**src/rtl/pacman_mover.sv**
```systemverilog
// Pacman movement engine: latches button requests, scans the 21-entry wall map for
// each move_tick, and steps the 26x26 sprite one pixel when the path is clear.
module pacman_mover (
    input  logic        clk,
    input  logic        reset,
    input  logic        move_tick,
    input  logic        btn_up,
    input  logic        btn_down,
    input  logic        btn_left,
    input  logic        btn_right,
    input  logic        kill_pac,
    input  logic [37:0] curr_rect,
    output logic [4:0]  rect_addr,
    output logic [9:0]  pacman_left_x,
    output logic [8:0]  pacman_top_y,
    output logic [18:0] pacman_top_left,
    output logic [18:0] pacman_bottom_right,
    output logic [2:0]  dir,
    output logic [1:0]  lives,
    output logic        game_over,
    output logic        busy,
    output logic [1:0]  fsm_state
);
    // Handshake: move_tick is a one-cycle request strobe that is accepted only in
    // S_IDLE with game_over low; while busy is high a strobe is dropped, never queued.

    typedef enum logic [1:0] {
        S_IDLE = 2'd0,
        S_SCAN = 2'd1,
        S_MOVE = 2'd2
    } state_t;

    localparam logic [2:0] D_NONE  = 3'd0;
    localparam logic [2:0] D_UP    = 3'd1;
    localparam logic [2:0] D_DOWN  = 3'd2;
    localparam logic [2:0] D_LEFT  = 3'd3;
    localparam logic [2:0] D_RIGHT = 3'd4;

    localparam logic [9:0] SPAWN_X = 10'd307;
    localparam logic [8:0] SPAWN_Y = 9'd355;
    localparam logic [4:0] LAST_I  = 5'd21;

    state_t      state;
    logic [4:0]  i;
    logic [2:0]  want_dir;
    logic [2:0]  want_dir_s;
    logic        kill_prev;
    logic        kill_edge;
    logic signed [11:0] want_cx, want_cy, cur_cx, cur_cy;
    logic        want_ok, cur_ok;
    logic signed [11:0] want_nx, want_ny, cur_nx, cur_ny;
    logic signed [11:0] pos_xs, pos_ys;

    function automatic logic signed [11:0] step_x(input logic [2:0] d);
        if (d == D_LEFT)       return -12'sd1;
        else if (d == D_RIGHT) return 12'sd1;
        else                   return 12'sd0;
    endfunction

    function automatic logic signed [11:0] step_y(input logic [2:0] d);
        if (d == D_UP)        return -12'sd1;
        else if (d == D_DOWN) return 12'sd1;
        else                  return 12'sd0;
    endfunction

    function automatic logic on_screen(input logic signed [11:0] cx,
                                       input logic signed [11:0] cy);
        return (cx >= 12'sd0) && (cy >= 12'sd0) &&
               (cx + 12'sd25 <= 12'sd639) && (cy + 12'sd25 <= 12'sd479);
    endfunction

    // Inclusive overlap of the 26x26 candidate box against one wall rectangle.
    function automatic logic hits(input logic signed [11:0] cx,
                                  input logic signed [11:0] cy,
                                  input logic [37:0] r);
        logic signed [11:0] rx0, ry0, rx1, ry1;
        rx0 = $signed({2'b00, r[37:28]});
        ry0 = $signed({3'b000, r[27:19]});
        rx1 = $signed({2'b00, r[18:9]});
        ry1 = $signed({3'b000, r[8:0]});
        return (cx <= rx1) && (cx + 12'sd25 >= rx0) &&
               (cy <= ry1) && (cy + 12'sd25 >= ry0);
    endfunction

    always_comb begin
        pos_xs  = $signed({2'b00, pacman_left_x});
        pos_ys  = $signed({3'b000, pacman_top_y});
        want_nx = pos_xs + step_x(want_dir);
        want_ny = pos_ys + step_y(want_dir);
        cur_nx  = pos_xs + step_x(dir);
        cur_ny  = pos_ys + step_y(dir);
    end

    assign kill_edge           = kill_pac & ~kill_prev;
    assign rect_addr           = (i > 5'd20) ? 5'd20 : i;
    assign pacman_top_left     = {pacman_left_x, pacman_top_y};
    assign pacman_bottom_right = {pacman_left_x + 10'd25, pacman_top_y + 9'd25};
    assign game_over           = (lives == 2'd0);
    assign busy                = (state != S_IDLE);
    assign fsm_state           = state;

    always_ff @(posedge clk) begin
        if (reset) begin
            state         <= S_IDLE;
            i             <= 5'd0;
            want_dir      <= D_NONE;
            want_dir_s    <= D_NONE;
            dir           <= D_NONE;
            lives         <= 2'd3;
            kill_prev     <= 1'b0;
            pacman_left_x <= SPAWN_X;
            pacman_top_y  <= SPAWN_Y;
            want_cx       <= 12'sd0;
            want_cy       <= 12'sd0;
            cur_cx        <= 12'sd0;
            cur_cy        <= 12'sd0;
            want_ok       <= 1'b0;
            cur_ok        <= 1'b0;
        end else begin
            kill_prev <= kill_pac;
            if (kill_edge) begin
                lives         <= (lives == 2'd0) ? 2'd0 : lives - 2'd1;
                pacman_left_x <= SPAWN_X;
                pacman_top_y  <= SPAWN_Y;
                dir           <= D_NONE;
                want_dir      <= D_NONE;
                state         <= S_IDLE;
                i             <= 5'd0;
            end else begin
                if (btn_up)         want_dir <= D_UP;
                else if (btn_down)  want_dir <= D_DOWN;
                else if (btn_left)  want_dir <= D_LEFT;
                else if (btn_right) want_dir <= D_RIGHT;

                case (state)
                    S_IDLE: begin
                        if (move_tick && !game_over) begin
                            state      <= S_SCAN;
                            i          <= 5'd0;
                            want_dir_s <= want_dir;
                            want_cx    <= want_nx;
                            want_cy    <= want_ny;
                            cur_cx     <= cur_nx;
                            cur_cy     <= cur_ny;
                            // Off-screen candidates and "no direction" start out blocked.
                            want_ok    <= (want_dir != D_NONE) && on_screen(want_nx, want_ny);
                            cur_ok     <= (dir != D_NONE) && on_screen(cur_nx, cur_ny);
                        end
                    end
                    S_SCAN: begin
                        // Read data lags the address by one cycle, so i=0 has nothing to check.
                        if (i != 5'd0) begin
                            want_ok <= want_ok & ~hits(want_cx, want_cy, curr_rect);
                            cur_ok  <= cur_ok & ~hits(cur_cx, cur_cy, curr_rect);
                        end
                        if (i == LAST_I) begin
                            state <= S_MOVE;
                            i     <= 5'd0;
                        end else begin
                            i <= i + 5'd1;
                        end
                    end
                    S_MOVE: begin
                        if (want_ok) begin
                            pacman_left_x <= want_cx[9:0];
                            pacman_top_y  <= want_cy[8:0];
                            dir           <= want_dir_s;
                        end else if (cur_ok) begin
                            pacman_left_x <= cur_cx[9:0];
                            pacman_top_y  <= cur_cy[8:0];
                        end else begin
                            dir <= D_NONE;
                        end
                        state <= S_IDLE;
                    end
                    default: state <= S_IDLE;
                endcase
            end
        end
    end
endmodule

```
**config.mk**
```make
export PLATFORM = sky130hd
export DESIGN_NAME = pacman_mover
export DESIGN_NICKNAME = d
export VERILOG_FILES = /design/src/rtl/pacman_mover.sv
export SDC_FILE = /design/constraint.sdc
export NUM_CORES = 1
export LEC_CHECK = 0
export ABC_AREA = 0
export CORE_MARGIN = 1.5
export CORE_UTILIZATION = 60
export CTS_CLUSTER_SIZE = 25
export DETAILED_ROUTE_END_ITERATION = 6
export GPL_TIMING_DRIVEN = 0
export PLACE_DENSITY = 0.87
export SLEW_MARGIN = 40
export SYNTH_ARGS = -nofsm -noshare
export SYNTH_HDL_FRONTEND = slang
export SYNTH_SLANG_ARGS = --single-unit
```
**constraint.sdc**
```tcl
create_clock -name clk -period 9.2 [get_ports clk]
set_input_delay 1.38 -clock clk [delete_from_list [all_inputs] [get_ports clk]]
set_output_delay 1.38 -clock clk [all_outputs]
set_load 0.05 [all_outputs]
```
==> summary.md <==
| Metric | Value |
|---|---|
| Status | finished clean |
| Core area | 0.0127 mm² |
| Reg2reg end | want_ok |
| CP required | 7820 ps |
| Routability congestion estimate | 0.958 |
| Share of the yosys chip area belonging to registers | 22.4% |
| Global-route wire length before repair | 35200 µm |
| Post-synth ARST share | 0% |
| Vias in the first global route | 7416 |
| P_leak | 4.10 nW |
| Area Overhead vs Synth | 21.5% |
| FF-to-FF setup slack | 5640 ps |
| Max capacitance violation total | 0 |
| H-tree lvl count | 3 |
| Clk slew on worst S/H paths | 60 ps |
| Fmax | 241 MHz |
| Critical path peak fanout | 10 |
| Port buffer count | 116 |
| Die span in y | 117 µm |
| Worst-Skew Late Latency | 340 ps |
| Syn avg cell area | 7.72 µm² |
| Residual DRC | 0 |
| Vias per cell | 5.93 |
| Tmin final | 4140 ps |
| ANT cells | 0 |
| Count of final hold-check violations | 0 |
| Post-layout instance area | 0.00955 mm² |
| Hold Path Class | reg -> reg |
| CTS hold repair buffers | 0 |
| Die width | 117 µm |
| Placed Instances | 1307 |
| Worst-Margin Slew | 796 ps |
| Largest family of logic cells by synthesized area | simple AND/OR/NAND/NOR gates |
| # clock sinks | 88 |
| Syn Std Cell Area | 0.00786 mm² |
| RSZ-0062 raised after global routing | false |
| Synth Warn # | 0 |
| Top Ports | 117 |
| Post-synthesis cell count | 1019 |
| Final WS setup | 5060 ps |
| Worst slew margin | 46.9% |
| Setup repair bufs after CTS | 0 |
| Synth Area in Compound Gates | 17.9% |
| Worst Hold Launch | want_dir_s[2] |
| XOR/XNOR Fraction of Synth Area | 9.25% |
| Post-synth EDFFs | 0 |
| Seq cells post-synth | 88 |
| Crit start category | register |
| DRT Pass-1 Iters | 6 |
| Total track usage | 30.9% |
| Grt total ovfl | 0 |
| Standard-cell rows | 41 |
| Non-Filler Instances | 1322 |
| Dpl ws | 5150 ps |
| Cts repair resizes | 0 |
| Fin. max-slew vios | 0 |
| Final period util | 45.0% |
| Final WL | 21900 µm |
| PD cells | 104 mW/mm² |
| Final setup TNS | 0 ps |
| Adder-cell area share of the yosys netlist | 18.2% |
| WHS Endpoint | want_dir_s[2] |
| NumNets Final | 1305 |
| R2r worst-path depth | 12 |
| Area after DPL | 0.00924 mm² |
| CTS tree | yes |
| Setup violators final | 0 |
| Initial Util | 61.8% |
| Final ANT Viol Nets | 0 |
| Kind of critical path | reg -> out |
| Hold Path Depth | 2 |
| Share of cells above drive strength 1 | 4.52% |
| Drt wl/cell | 16.5 µm |
| Simple-gate portion of the synthesized area | 22.8% |
| Clock root cell | clkbuf_16 |
| Maximum clock insertion buffer count | 2 |
| DR iter-0 viols | 639 |
| Largest net degree at the start of global routing | 15 |
| Worst Skew | 8.01 ps |
| Total CTS buffers | 9 |
| Post-synthesis mux area share | 2.80% |
| Detailed Place HPWL | 17300 µm |
| Worst vdd ir | 0.111 mV |
| Worst Path Arrival | 2760 ps |
| Initial antenna violation count | 0 |
| Cell variety after synth | 62 |
| Predominant post-synthesis flop cell | dfxtp_1 |
| Die ar. | 0.0138 mm² |
| Vias | 7843 |
| Worst r2r src | want_dir[0] |
| Synthesized Nets | 1178 |
| Worst setup EP type | output pin |
registers in the layout (all words and copies together) (netlist names):
signal and flops:
pacman_top_y 9, want_dir 3, pacman_left_x 10, cur_cy 12, want_dir_s 3, cur_cx 12
kill_prev 1, fsm_state 2, dir 3, want_cx 12, want_ok 1, lives 2
cur_ok 1, i 5, want_cy 12
through the flow:
| step | hold slack [ps] | power [mW] | util [%] |
|---|---|---|---|
| floorplan | 436 | 0.536 | - |
| global placement | 447 | 0.595 | 72.6 |
| detailed placement | 451 | 0.602 | 72.6 |
| CTS | 462 | 0.985 | 75.1 |
| global route | 481 | 1.03 | 75.1 |
| finish | 466 | 0.989 | 75.1 |
Yosys cell counts, types with 4 or more instances:
cell | instances | area [µm²]
nand2_1 | 138 | 518
buf_2 | 4 | 20.0
a2111oi_0 | 4 | 35.0
a21oi_1 | 88 | 440
o21bai_1 | 8 | 60.1
o211ai_1 | 17 | 128
mux2i_1 | 22 | 220
nor3_1 | 27 | 135
a21o_1 | 15 | 113
nor2b_1 | 17 | 106
nand3_1 | 32 | 160
and3_1 | 11 | 68.8
xnor2_1 | 48 | 420
nand4_1 | 13 | 81.3
ha_1 | 111 | 1390
nand2b_1 | 15 | 93.8
a22oi_1 | 8 | 60.1
clkbuf_1 | 28 | 105
nor4_1 | 5 | 31.3
o21a_1 | 7 | 52.6
o2111ai_1 | 6 | 52.6
o21ai_0 | 26 | 130
and2_1 | 7 | 43.8
inv_1 | 55 | 206
dfxtp_1 | 88 | 1760
nor2_1 | 89 | 334
buf_4 | 23 | 173
a211oi_1 | 17 | 128
xor2_1 | 35 | 307
worst max-delay path by stage:
stage	start	end
finish	pacman_top_y[2]	pacman_bottom_right[7]
global route	pacman_top_y[2]	pacman_bottom_right[7]
CTS	pacman_top_y[2]	pacman_bottom_right[7]
detailed placement	curr_rect[16]	want_ok
global placement	curr_rect[16]	want_ok
floorplan	pacman_top_y[2]	pacman_bottom_right[8]
layer usage:
metal  vias up  global-route usage (%)  share of wire [%]
met5         -                       0                  0
met4         0                    10.6                2.4
met3        55                    5.62                8.2
met2       347                    50.8                 45
met1      3616                    40.7                 44
li1       3825                       -                  -
area by class of cell:
cell class / instances / area, µm²
tap: 172 / 215
timing repair buffer: 116 / 1160
clock inverter: 5 / 82.6
clock buffer: 10 / 229
fill: 1042 / 3170
multi-input combinational: 819 / 5580
sequential: 88 / 1760
inverter: 55 / 206
buffer: 57 / 313
report_power, final:
group          total (mW)  internal, mW  switching [mW]
Clock               0.391         0.237           0.154
Combinational       0.185        0.0824           0.102
Sequential          0.413         0.393          0.0202
placed cells by master (no fill, tap or decap), types with 17 or more instances in the layout:
master           count
nand2_1            138
clkdlybuf4s50_1    116
ha_1               111
nor2_1              89
a21oi_1             88
dfxtp_1             88
inv_1               55
xnor2_1             48
xor2_1              35
nand3_1             32
clkbuf_1            29
nor3_1              27
o21ai_0             26
buf_4               23
mux2i_1             22
nor2b_1             17
a211oi_1            17
o211ai_1            17
kinds of logic after synthesis:
group / Yosys count
muxes: 22
xor gates and xnor gates: 83
AOI/OAI and AO/OA: 220
DFF: 88
and+or+nand+nor: 381
buffers and inverters: 112
adders and majority gates: 113
critical path: stages, from the launching register on:
cell and delay [ps]:
dfxtp_1 490, clkbuf_1 450, nand3_1 190, and2_1 220, nor2_1 120, xnor2_1 130
clkdlybuf4s50_1 820
Note: power is estimated with default switching activity, not from simulation.
